## config.mk

```make
export PLATFORM = sky130hd
export DESIGN_NAME = quad_control_gen_flat
export DESIGN_NICKNAME = d
export VERILOG_FILES = /design/src/rtl/quad_control_gen_if.sv /design/src/rtl/quad_control_gen.sv /design/src/flat_wrapper.sv
export SDC_FILE = /design/constraint.sdc
export NUM_CORES = 1
export LEC_CHECK = 0
export ABC_CLOCK_PERIOD_IN_PS = 1950
export CORE_ASPECT_RATIO = 1.5
export CORE_UTILIZATION = 50
export CTS_CLUSTER_SIZE = 14
export DETAILED_ROUTE_END_ITERATION = 7
export GPL_ROUTABILITY_DRIVEN = 0
export GPL_TIMING_DRIVEN = 0
export PLACE_DENSITY = 0.7
export SETUP_SLACK_MARGIN = 0.5
export SYNTH_ARGS = -nofsm -noshare
export SYNTH_HDL_FRONTEND = slang
export SYNTH_SLANG_ARGS = --single-unit
```

## constraint.sdc

```tcl
create_clock -name clock -period 1.95 [get_ports clock]
set_clock_uncertainty 0.2 [all_clocks]
set_input_delay 0.39 -clock clock [delete_from_list [all_inputs] [get_ports clock]]
set_output_delay 0.39 -clock clock [all_outputs]
set_load 0.01 [all_outputs]
```

## src/rtl/quad_control_gen_if.sv

```systemverilog
// Signal bundle between a quadrature encoder front end and quad_control_gen.
// The master drives the raw encoder and request lines; the slave (the generator) returns control/error.
interface quad_control_gen_if;
   logic       quad_a;
   logic       quad_b;
   logic       index;
   logic       enable;
   logic       clear_req;
   logic [1:0] control;
   logic       error;

   modport master (
      output quad_a, quad_b, index, enable, clear_req,
      input  control, error
   );

   modport slave (
      input  quad_a, quad_b, index, enable, clear_req,
      output control, error
   );
endinterface

```

## src/rtl/quad_control_gen.sv

```systemverilog
// Quadrature decoder: synchronise, debounce and Gray-decode A/B into up/down/hold/reset counter commands.
// Optional INDEX_CLEAR_EN: a synchronised rising edge on index acts as a one-cycle clear_req.
module quad_control_gen #(
   parameter int SYNC_STAGES     = 2,
   parameter int DEBOUNCE_CYCLES = 4
) (
   input  logic             clock,
   input  logic             reset_n,
   quad_control_gen_if.slave bus
);

   typedef enum logic [1:0] {
      CTRL_RESET = 2'b00,
      CTRL_UP    = 2'b01,
      CTRL_HOLD  = 2'b10,
      CTRL_DOWN  = 2'b11
   } ctrl_e;

   typedef enum logic [1:0] {
      STEP_NONE,
      STEP_UP,
      STEP_DOWN,
      STEP_ILLEGAL
   } step_e;

   localparam logic [7:0] DEB_LIMIT = 8'(DEBOUNCE_CYCLES);

   generate
      if (SYNC_STAGES < 2 || SYNC_STAGES > 4) begin : g_bad_sync
         $error("quad_control_gen: SYNC_STAGES must be 2..4");
      end
      if (DEBOUNCE_CYCLES < 1 || DEBOUNCE_CYCLES > 255) begin : g_bad_deb
         $error("quad_control_gen: DEBOUNCE_CYCLES must be 1..255");
      end
   endgenerate

   logic [SYNC_STAGES-1:0] sync_a;
   logic [SYNC_STAGES-1:0] sync_b;
   logic [1:0]             synced_ab;
   logic [1:0]             filt_ab;
   logic [1:0][7:0]        deb_cnt;
   logic [1:0]             prev_ab;
   step_e                  step;
   logic                   index_clear;
   logic                   clear_any;
   ctrl_e                  control_q;
   ctrl_e                  control_d;
   logic                   error_q;
   logic                   error_d;

   // NOTE: sequential state uses non-blocking assignments so every flop samples pre-edge values;
   // reset is synchronous, so it is just the highest-priority branch of the clocked block.
   always_ff @(posedge clock) begin
      if (!reset_n) begin
         sync_a <= '0;
         sync_b <= '0;
      end else begin
         sync_a <= {sync_a[SYNC_STAGES-2:0], bus.quad_a};
         sync_b <= {sync_b[SYNC_STAGES-2:0], bus.quad_b};
      end
   end

   assign synced_ab = {sync_a[SYNC_STAGES-1], sync_b[SYNC_STAGES-1]};

   // A filtered bit flips only after the synced value has disagreed for DEBOUNCE_CYCLES+1 edges.
   always_ff @(posedge clock) begin
      if (!reset_n) begin
         filt_ab <= '0;
         deb_cnt <= '0;
      end else begin
         for (int i = 0; i < 2; i++) begin
            if (synced_ab[i] == filt_ab[i]) begin
               deb_cnt[i] <= '0;
            end else if (deb_cnt[i] == DEB_LIMIT) begin
               filt_ab[i] <= synced_ab[i];
               deb_cnt[i] <= '0;
            end else begin
               deb_cnt[i] <= deb_cnt[i] + 8'd1;
            end
         end
      end
   end

`ifdef INDEX_CLEAR_EN
   // Two extra stages past the synchroniser: the edge is taken between them, giving SYNC_STAGES+1 latency.
   logic [SYNC_STAGES+1:0] sync_idx;

   always_ff @(posedge clock) begin
      if (!reset_n) begin
         sync_idx <= '0;
      end else begin
         sync_idx <= {sync_idx[SYNC_STAGES:0], bus.index};
      end
   end

   assign index_clear = sync_idx[SYNC_STAGES] & ~sync_idx[SYNC_STAGES+1];
`else
   logic index_unused;

   assign index_unused = bus.index;
   assign index_clear  = 1'b0;
`endif

   // Gray order 00 -> 01 -> 11 -> 10 -> 00 is forward; both bits changing is illegal.
   always_comb begin
      // NOTE: default first so every path assigns step and no latch is inferred.
      step = STEP_NONE;
      unique case ({prev_ab, filt_ab})
         4'b00_01, 4'b01_11, 4'b11_10, 4'b10_00: step = STEP_UP;
         4'b00_10, 4'b10_11, 4'b11_01, 4'b01_00: step = STEP_DOWN;
         4'b00_11, 4'b11_00, 4'b01_10, 4'b10_01: step = STEP_ILLEGAL;
         default:                                step = STEP_NONE;
      endcase
   end

   assign clear_any = bus.clear_req | index_clear;

   always_comb begin
      control_d = CTRL_HOLD;
      error_d   = error_q;

      if (clear_any) begin
         control_d = CTRL_RESET;
      end else if (bus.enable && step == STEP_UP) begin
         control_d = CTRL_UP;
      end else if (bus.enable && step == STEP_DOWN) begin
         control_d = CTRL_DOWN;
      end

      // A double change seen in the same cycle as a clear still latches the error.
      if (step == STEP_ILLEGAL) begin
         error_d = 1'b1;
      end else if (clear_any) begin
         error_d = 1'b0;
      end
   end

   always_ff @(posedge clock) begin
      if (!reset_n) begin
         prev_ab   <= '0;
         control_q <= CTRL_RESET;
         error_q   <= 1'b0;
      end else begin
         prev_ab   <= filt_ab;
         control_q <= control_d;
         error_q   <= error_d;
      end
   end

   assign bus.control = control_q;
   assign bus.error   = error_q;

endmodule

```

## src/flat_wrapper.sv

```systemverilog
// flat-port wrapper written by rule: the top's interface ports become plain ports
module quad_control_gen_flat 
#(
   parameter int SYNC_STAGES     = 2,
   parameter int DEBOUNCE_CYCLES = 4
)
  (clock, reset_n, bus_quad_a, bus_quad_b, bus_index, bus_enable, bus_clear_req, bus_control, bus_error);
  quad_control_gen_if bus_i ();
  input  logic clock;
  input  logic reset_n;
  input wire logic [$bits(bus_i.quad_a)-1:0] bus_quad_a;
  input wire logic [$bits(bus_i.quad_b)-1:0] bus_quad_b;
  input wire logic [$bits(bus_i.index)-1:0] bus_index;
  input wire logic [$bits(bus_i.enable)-1:0] bus_enable;
  input wire logic [$bits(bus_i.clear_req)-1:0] bus_clear_req;
  output wire logic [$bits(bus_i.control)-1:0] bus_control;
  output wire logic [$bits(bus_i.error)-1:0] bus_error;
  assign bus_i.quad_a = bus_quad_a;
  assign bus_i.quad_b = bus_quad_b;
  assign bus_i.index = bus_index;
  assign bus_i.enable = bus_enable;
  assign bus_i.clear_req = bus_clear_req;
  assign bus_control = bus_i.control;
  assign bus_error = bus_i.error;
  quad_control_gen #(.SYNC_STAGES(SYNC_STAGES), .DEBOUNCE_CYCLES(DEBOUNCE_CYCLES)) u_core (.clock(clock), .reset_n(reset_n), .bus(bus_i));
endmodule
```

==> flow_summary.toml, run 1 <==
[routing]
drtPass1Iterations = 4
detail-route-antenna-nets = 0
post_drt_wl_per_cell_um = 13.2
route.detailed.drc = 0
vias = 969
wirelength_um = 2290
viasPerCell = 5.57
drt_iter0_drc = 21

[logic_synthesis]
yosys.area_share.simple_pct = 21.8
yosysSeqAreaShare_pct = 46.1
synth_seq_cells = 27
syn_avg_cell_area_um2 = 9.45
synth_cells = 124
synth-xor-area-share_pct = 7.47
synth_ff_type = "dfxtp_1"
synthArstFlopShare_pct = 0
synth-compound-area-share_pct = 15.6
mappedNetlistArea_um2 = 1170
ys_types = 35
synthAdderAreaFrac_pct = 4.27
synth_edf_count = 0
synth_top_family_by_area = "simple AND/OR/NAND/NOR gates"
syn_nets = 135
yosys_warnings = 0
synthMuxAreaShare_pct = 0.854

[floorplanning]
start_util_pct = 52.5
die_h_um = 61.3
fp.dieW_um = 41.5
num_io_pins = 10
row_count = 21
die-area_um2 = 2550
core-area_um2 = 2230

[clock_network]
hold_buffers = 0
clkSlewWorstSetupHoldPaths_ps = 140
cts_tree = "built"
cts_made_buffers = 3
htree_levels = 1
clkLatencyLatePin_ps = 310
cts_root_buf = "clkbuf_4"
clkSinkCount = 27
clock_path_buffers = 2

[pwr]
intPower_mw = 0.647
ir_drop_mv = 0.415
seqPwrFrac_pct = 66.7
p_sw_share_pct = 21.7
p_comb_share_pct = 4.7
p_switching_mw = 0.179
p_per_area_nw_per_um2 = 547
clockPowerShare_pct = 28.6
leakage_nw = 0.560

[layout]
diodes = 0
fin_cells = 174
drive_gt1_share_pct = 31.8
final_nets = 163
area_growth_pct = 28.8
final_util_pct = 67.6

[sta]
period_needed_ps = 1650
rsz0062_at_grt = "true"
slew_headroom_pct = 79.0
max_freq_mhz = 607
setup-violations-final = 0
period_share_pct = 84.4
setup-tns-final_ps = 0
worst_slack_ps = 303
worst_pin_slew_ps = 314
hold_viol = 0
slew_violations = 0

[worst_setup_path]
cp_slowest_cell = "or4_4"
crit_chain = "or4_4 -> buf_4 -> o41ai_2"
crit_arrival_ps = 1680
endpoint_kind = "register"
worstSetupPathType = "register to register"
cp.required_ps = 1980
crit_path_max_incr_delay_ps = 580
crit_path_max_fanout = 4
worstSetupStartpointType = "register"

[grt]
grt_usage_pct = 19.7
antenna_found_initial = 0
overflow = 0
grt_pass1_vias = 989
grt_pass1_wl_um = 3900
grt_max_degree = 17

[place]
placed_cells = 155
dp_hpwl_um = 1550
port_buffers = 8
dp_slack_ps = -8.07

[run_status]
status = "finished clean"

[worst_hold_path]
hp-class = "input pin to register"

[run]
maxCapViolations = 0
## through the flow
step	hold slack (ps)	instance area, um^2	total power, mW
after floorplan	212	1180	0.588
after global routing	259	1510	0.869
after CTS	257	1430	0.845
after global placement	216	1290	0.605
final	248	1510	0.826
after detailed placement	222	1290	0.607
## critical path: cells and delay by family (launching register included)
kind	cells	cell delay (ps)
AND/OR/NAND/NOR	1	580
flip-flops	1	350
AO/OA/AOI/OAI	1	270
buffers and inverters	1	170
## power by group through the flow
stage | combinational, mW | clock [mW] | sequential [mW]
after floorplan | 0.0144 | 0 | 0.574
after global placement | 0.0313 | 0 | 0.574
after detailed placement | 0.0324 | 0 | 0.574
after CTS | 0.0346 | 0.255 | 0.556
after global routing | 0.0428 | 0.273 | 0.553
final | 0.0386 | 0.236 | 0.551
## logic make-up after synthesis
family / after synthesis
AND/OR/NAND/NOR: 46
flip-flops: 27
AO/OA/AOI/OAI: 24
buffers and inverters: 12
XOR/XNOR: 10
adder cells (fa/ha/maj): 4
multiplexers: 1
## placed cells by master (no fill, tap or decap), types with 5 or more instances in the layout
master,instances
xor2_1,5
a21oi_1,6
and2_1,6
dfxtp_4,8
inv_1,10
xnor2_1,5
nand3_1,7
dfxtp_1,15
buf_4,16
or3_1,5
nand2_1,11
## registers in the layout (all words and copies together) (netlist names)
| name | cells |
|---|---|
| u_core.bus.control | 2 |
| u_core.bus.error | 1 |
| u_core.deb_cnt | 16 |
| u_core.filt_ab | 2 |
| u_core.prev_ab | 2 |
| u_core.sync_a | 2 |
| u_core.sync_b | 2 |
## final timing paths
kind                                          from                end  slack [ps]  cells past startpoint
worst max-delay path            u_core.deb_cnt[12]  u_core.filt_ab[1]         300                      3
worst min-delay path                       reset_n  u_core.deb_cnt[9]         250                      3
worst max register to register  u_core.deb_cnt[12]  u_core.filt_ab[1]         300                      3
worst min register to register   u_core.deb_cnt[8]  u_core.deb_cnt[8]         250                      1
## layout make-up
class,count,area (um^2)
Multi-Input combinational cell,85,639
Buffer,2,18.8
Clock buffer,3,22.5
Sequential cell,27,576
Timing Repair Buffer,23,180
Fill cell,190,723
Inverter,10,37.5
Tap cell,23,28.8
Clock inverter,1,7.51
## repair_timing
action	CTS	global route
endpoints found under the setup margin	21	18
hold endpoints to repair	0	0
resized for setup	30	15
setup buffers	8	7
pin swaps	6	6
## metal layers
metal,GRT usage (%),up-vias,wire length [um]
met5,0,-,0
met4,11.5,0,28
met3,2.93,4,55
met2,39.1,15,1350
met1,19.3,462,861
li1,-,488,-
## cell usage after synthesis (2+ instances only)
library cell  instances  share of area, %
a211oi_1              3               1.9
a21oi_1               6               2.6
and2_1                6               3.2
and4b_1               2               1.7
dfxtp_1              27                46
ha_1                  4               4.3
inv_1                10               3.2
nand2_1              12               3.8
nand3_1               7               3.0
nor2_1                4               1.3
nor3_1                2              0.85
o21ai_0               5               2.1
o22ai_1               2               1.1
or3_1                 5               2.7
xnor2_1               5               3.7
xor2_1                5               3.7
(Power assumes the default switching activity.)
==> run 2, diff against run 1 <==
- ABC_CLOCK_PERIOD_IN_PS: 1950 -> 1610
- clock period: 1.95 -> 1.61 ns (I/O delays scaled with it)
==> run 2 against run 1 <==
Effect of this change:
- the run now ends with setup timing left
- sequential share of layout area decreased by 2.8 points
- clock power increased by 22%
- combinational power increased by 28%
- highest routed layer unchanged
- critical path depth increased by 1
- global-route usage decreased by 0.91 points
- register-to-register slack got worse by 320 ps
- worst setup slack got worse by 320 ps
- utilization increased by 6.8 points
- first-iteration DRC count decreased by 48%
- non-clock buffer count decreased by 3
- critical path type unchanged
==> flow_summary.toml, run 2 (synthesized netlist as in run 1, its figures left out) <==
[routing]
wirelength_um = 2430
post_drt_wl_per_cell_um = 14.2
detail-route-antenna-nets = 0
drtPass1Iterations = 4
vias = 971
drt_iter0_drc = 11
viasPerCell = 5.68
route.detailed.drc = 0

[grt]
grt_usage_pct = 18.8
met3_usage_pct = 2.35
overflow = 0
use_met1_pct = 17.3
use_met2_pct = 38.4
grt_pass1_vias = 917
grt_pass1_wl_um = 3660
grt_max_degree = 16
antenna_found_initial = 0
busiest_layer = "met2"

[pwr]
p_switching_mw = 0.225
clockPowerShare_pct = 28.7
p_per_area_nw_per_um2 = 605
intPower_mw = 0.781
leakage_nw = 0.577
ir_drop_mv = 0.580
seqPwrFrac_pct = 66.3
p_comb_share_pct = 4.9
p_sw_share_pct = 22.3

[sta]
period_share_pct = 101
slew_headroom_pct = 79.4
worst_slack_ps = -16.7
worst_pin_slew_ps = 309
slew_violations = 0
fin_hold_ws_ps = 256
rsz0062_at_grt = "true"
setup-tns-final_ps = -21.6
hold_viol = 0
max_freq_mhz = 615
period_needed_ps = 1630
setup-violations-final = 3

[clock_network]
clkSlewWorstSetupHoldPaths_ps = 150
htree_levels = 1
cts_made_buffers = 3
clock_path_buffers = 2
cts_tree = "built"
cts_root_buf = "clkbuf_4"
hold_buffers = 0
clkLatencyLatePin_ps = 320
clkSinkCount = 27

[floorplanning]
fp.dieW_um = 41.5
num_io_pins = 10
die-area_um2 = 2550
start_util_pct = 52.5
row_count = 21
die_h_um = 61.3
core-area_um2 = 2230

[layout]
largest_reg_flops = 16
final_cell_mix = "11 x nand2_1, 10 x dfxtp_2, 9 x buf_4, 9 x dfxtp_4"
seqCellArea_um2 = 587
final_util_pct = 74.4
multiInputGateArea_um2 = 782
fin_cells = 171
final_common_cell = "nand2_1"
largest_register = "u_core.deb_cnt"
fin_area_um2 = 1660
drive_gt1_share_pct = 48.6
area_growth_pct = 41.7
num-fill-cells = 158
diodes = 0
final_nets = 160

[place]
dp_hpwl_um = 1610
port_buffers = 8
dpl_cell_area_um2 = 1400
placed_cells = 155

[worst_setup_path]
crit_chain = "or4_4 -> buf_4 -> o22ai_2 -> a21oi_1"
cp.required_ps = 1620
reg2reg_depth = 4
endpoint_kind = "register"
rr_endpoint = "u_core.deb_cnt[11]"
worstSetupStartpointType = "register"
regToRegSetupSlack_ps = -20
crit_arrival_ps = 1640
worstSetupPathType = "register to register"
cp_slowest_cell = "or4_4"
startpoint = "u_core.deb_cnt[15]"
crit_path_max_fanout = 4
crit_path_max_incr_delay_ps = 580
reg2reg_from = "u_core.deb_cnt[15]"

[worst_hold_path]
whs_endpoint = "u_core.deb_cnt[8]"
worstHoldPathCells = 1
hp-start = "u_core.deb_cnt[8]"
hp-class = "register to register"

[run_status]
status = "finished with violations"
violations = "setup timing"

[run]
maxCapViolations = 0
## run 2: changes by cell type in the layout (fill, tap and decap cells not counted), sizes merged
cell	before	now
clkinvlp	1	0
dlymetal6s2s	1	0
buf	19	16
clkinv	0	1
dlygate4sd2	0	1
## run 2: repair_timing
action,4_1_cts,5_1_grt
endpoints found under the setup margin,29,24
resized for setup,27,21
gates cloned,0,0
setup buffers,5,7
pin swaps,11,12
## run 2: stage by stage
stage               worst slack (ps)  power, mW
floorplan                       92.6      0.711
global placement                -183      0.732
detailed placement              -193      0.734
CTS                            -48.8       1.01
global route                   -64.5       1.04
finish                         -16.7       1.01
## run 2: power by group through the flow
stage | clock [mW] | combinational [mW] | sequential, mW
finish | 0.289 | 0.0496 | 0.667
global route | 0.314 | 0.0539 | 0.668
CTS | 0.299 | 0.0425 | 0.668
detailed placement | 0 | 0.0420 | 0.692
global placement | 0 | 0.0404 | 0.692
floorplan | 0 | 0.0194 | 0.692
## run 2: final cells by class
cell class                 count  area share, %
sequential                    27           35.3
inverter                      10           2.41
clock inverter                 1          0.301
timing repair buffer          20           10.3
clock buffer                   3           1.36
tap                           23           1.73
buffer                         2           1.51
multi-input combinational     85           47.1
## run 2: how the worst max path moves through the flow
stage	slack (ps)	end
3_5_place_dp	-190	u_core.bus.control[0]
6_report	-20	u_core.deb_cnt[11]
2_1_floorplan	90	u_core.deb_cnt[14]
3_3_place_gp	-180	u_core.bus.control[0]
4_1_cts	-50	u_core.deb_cnt[14]
5_1_grt	-60	u_core.deb_cnt[14]
## run 2: per-layer routing
metal | share of wire (%) | vias to the layer above
li1 | - | 481
met1 | 40 | 475
met2 | 57 | 9
met3 | 1.6 | 6
met4 | 2.0 | 0
met5 | 0 | -
## run 2: worst max-delay path, delay by kind of cell (launching register included)
| kind | cells | cell delay, ps |
|---|---|---|
| compound gates | 2 | 230 |
| buf+inv | 1 | 170 |
| flops | 1 | 350 |
| simple gates | 1 | 580 |
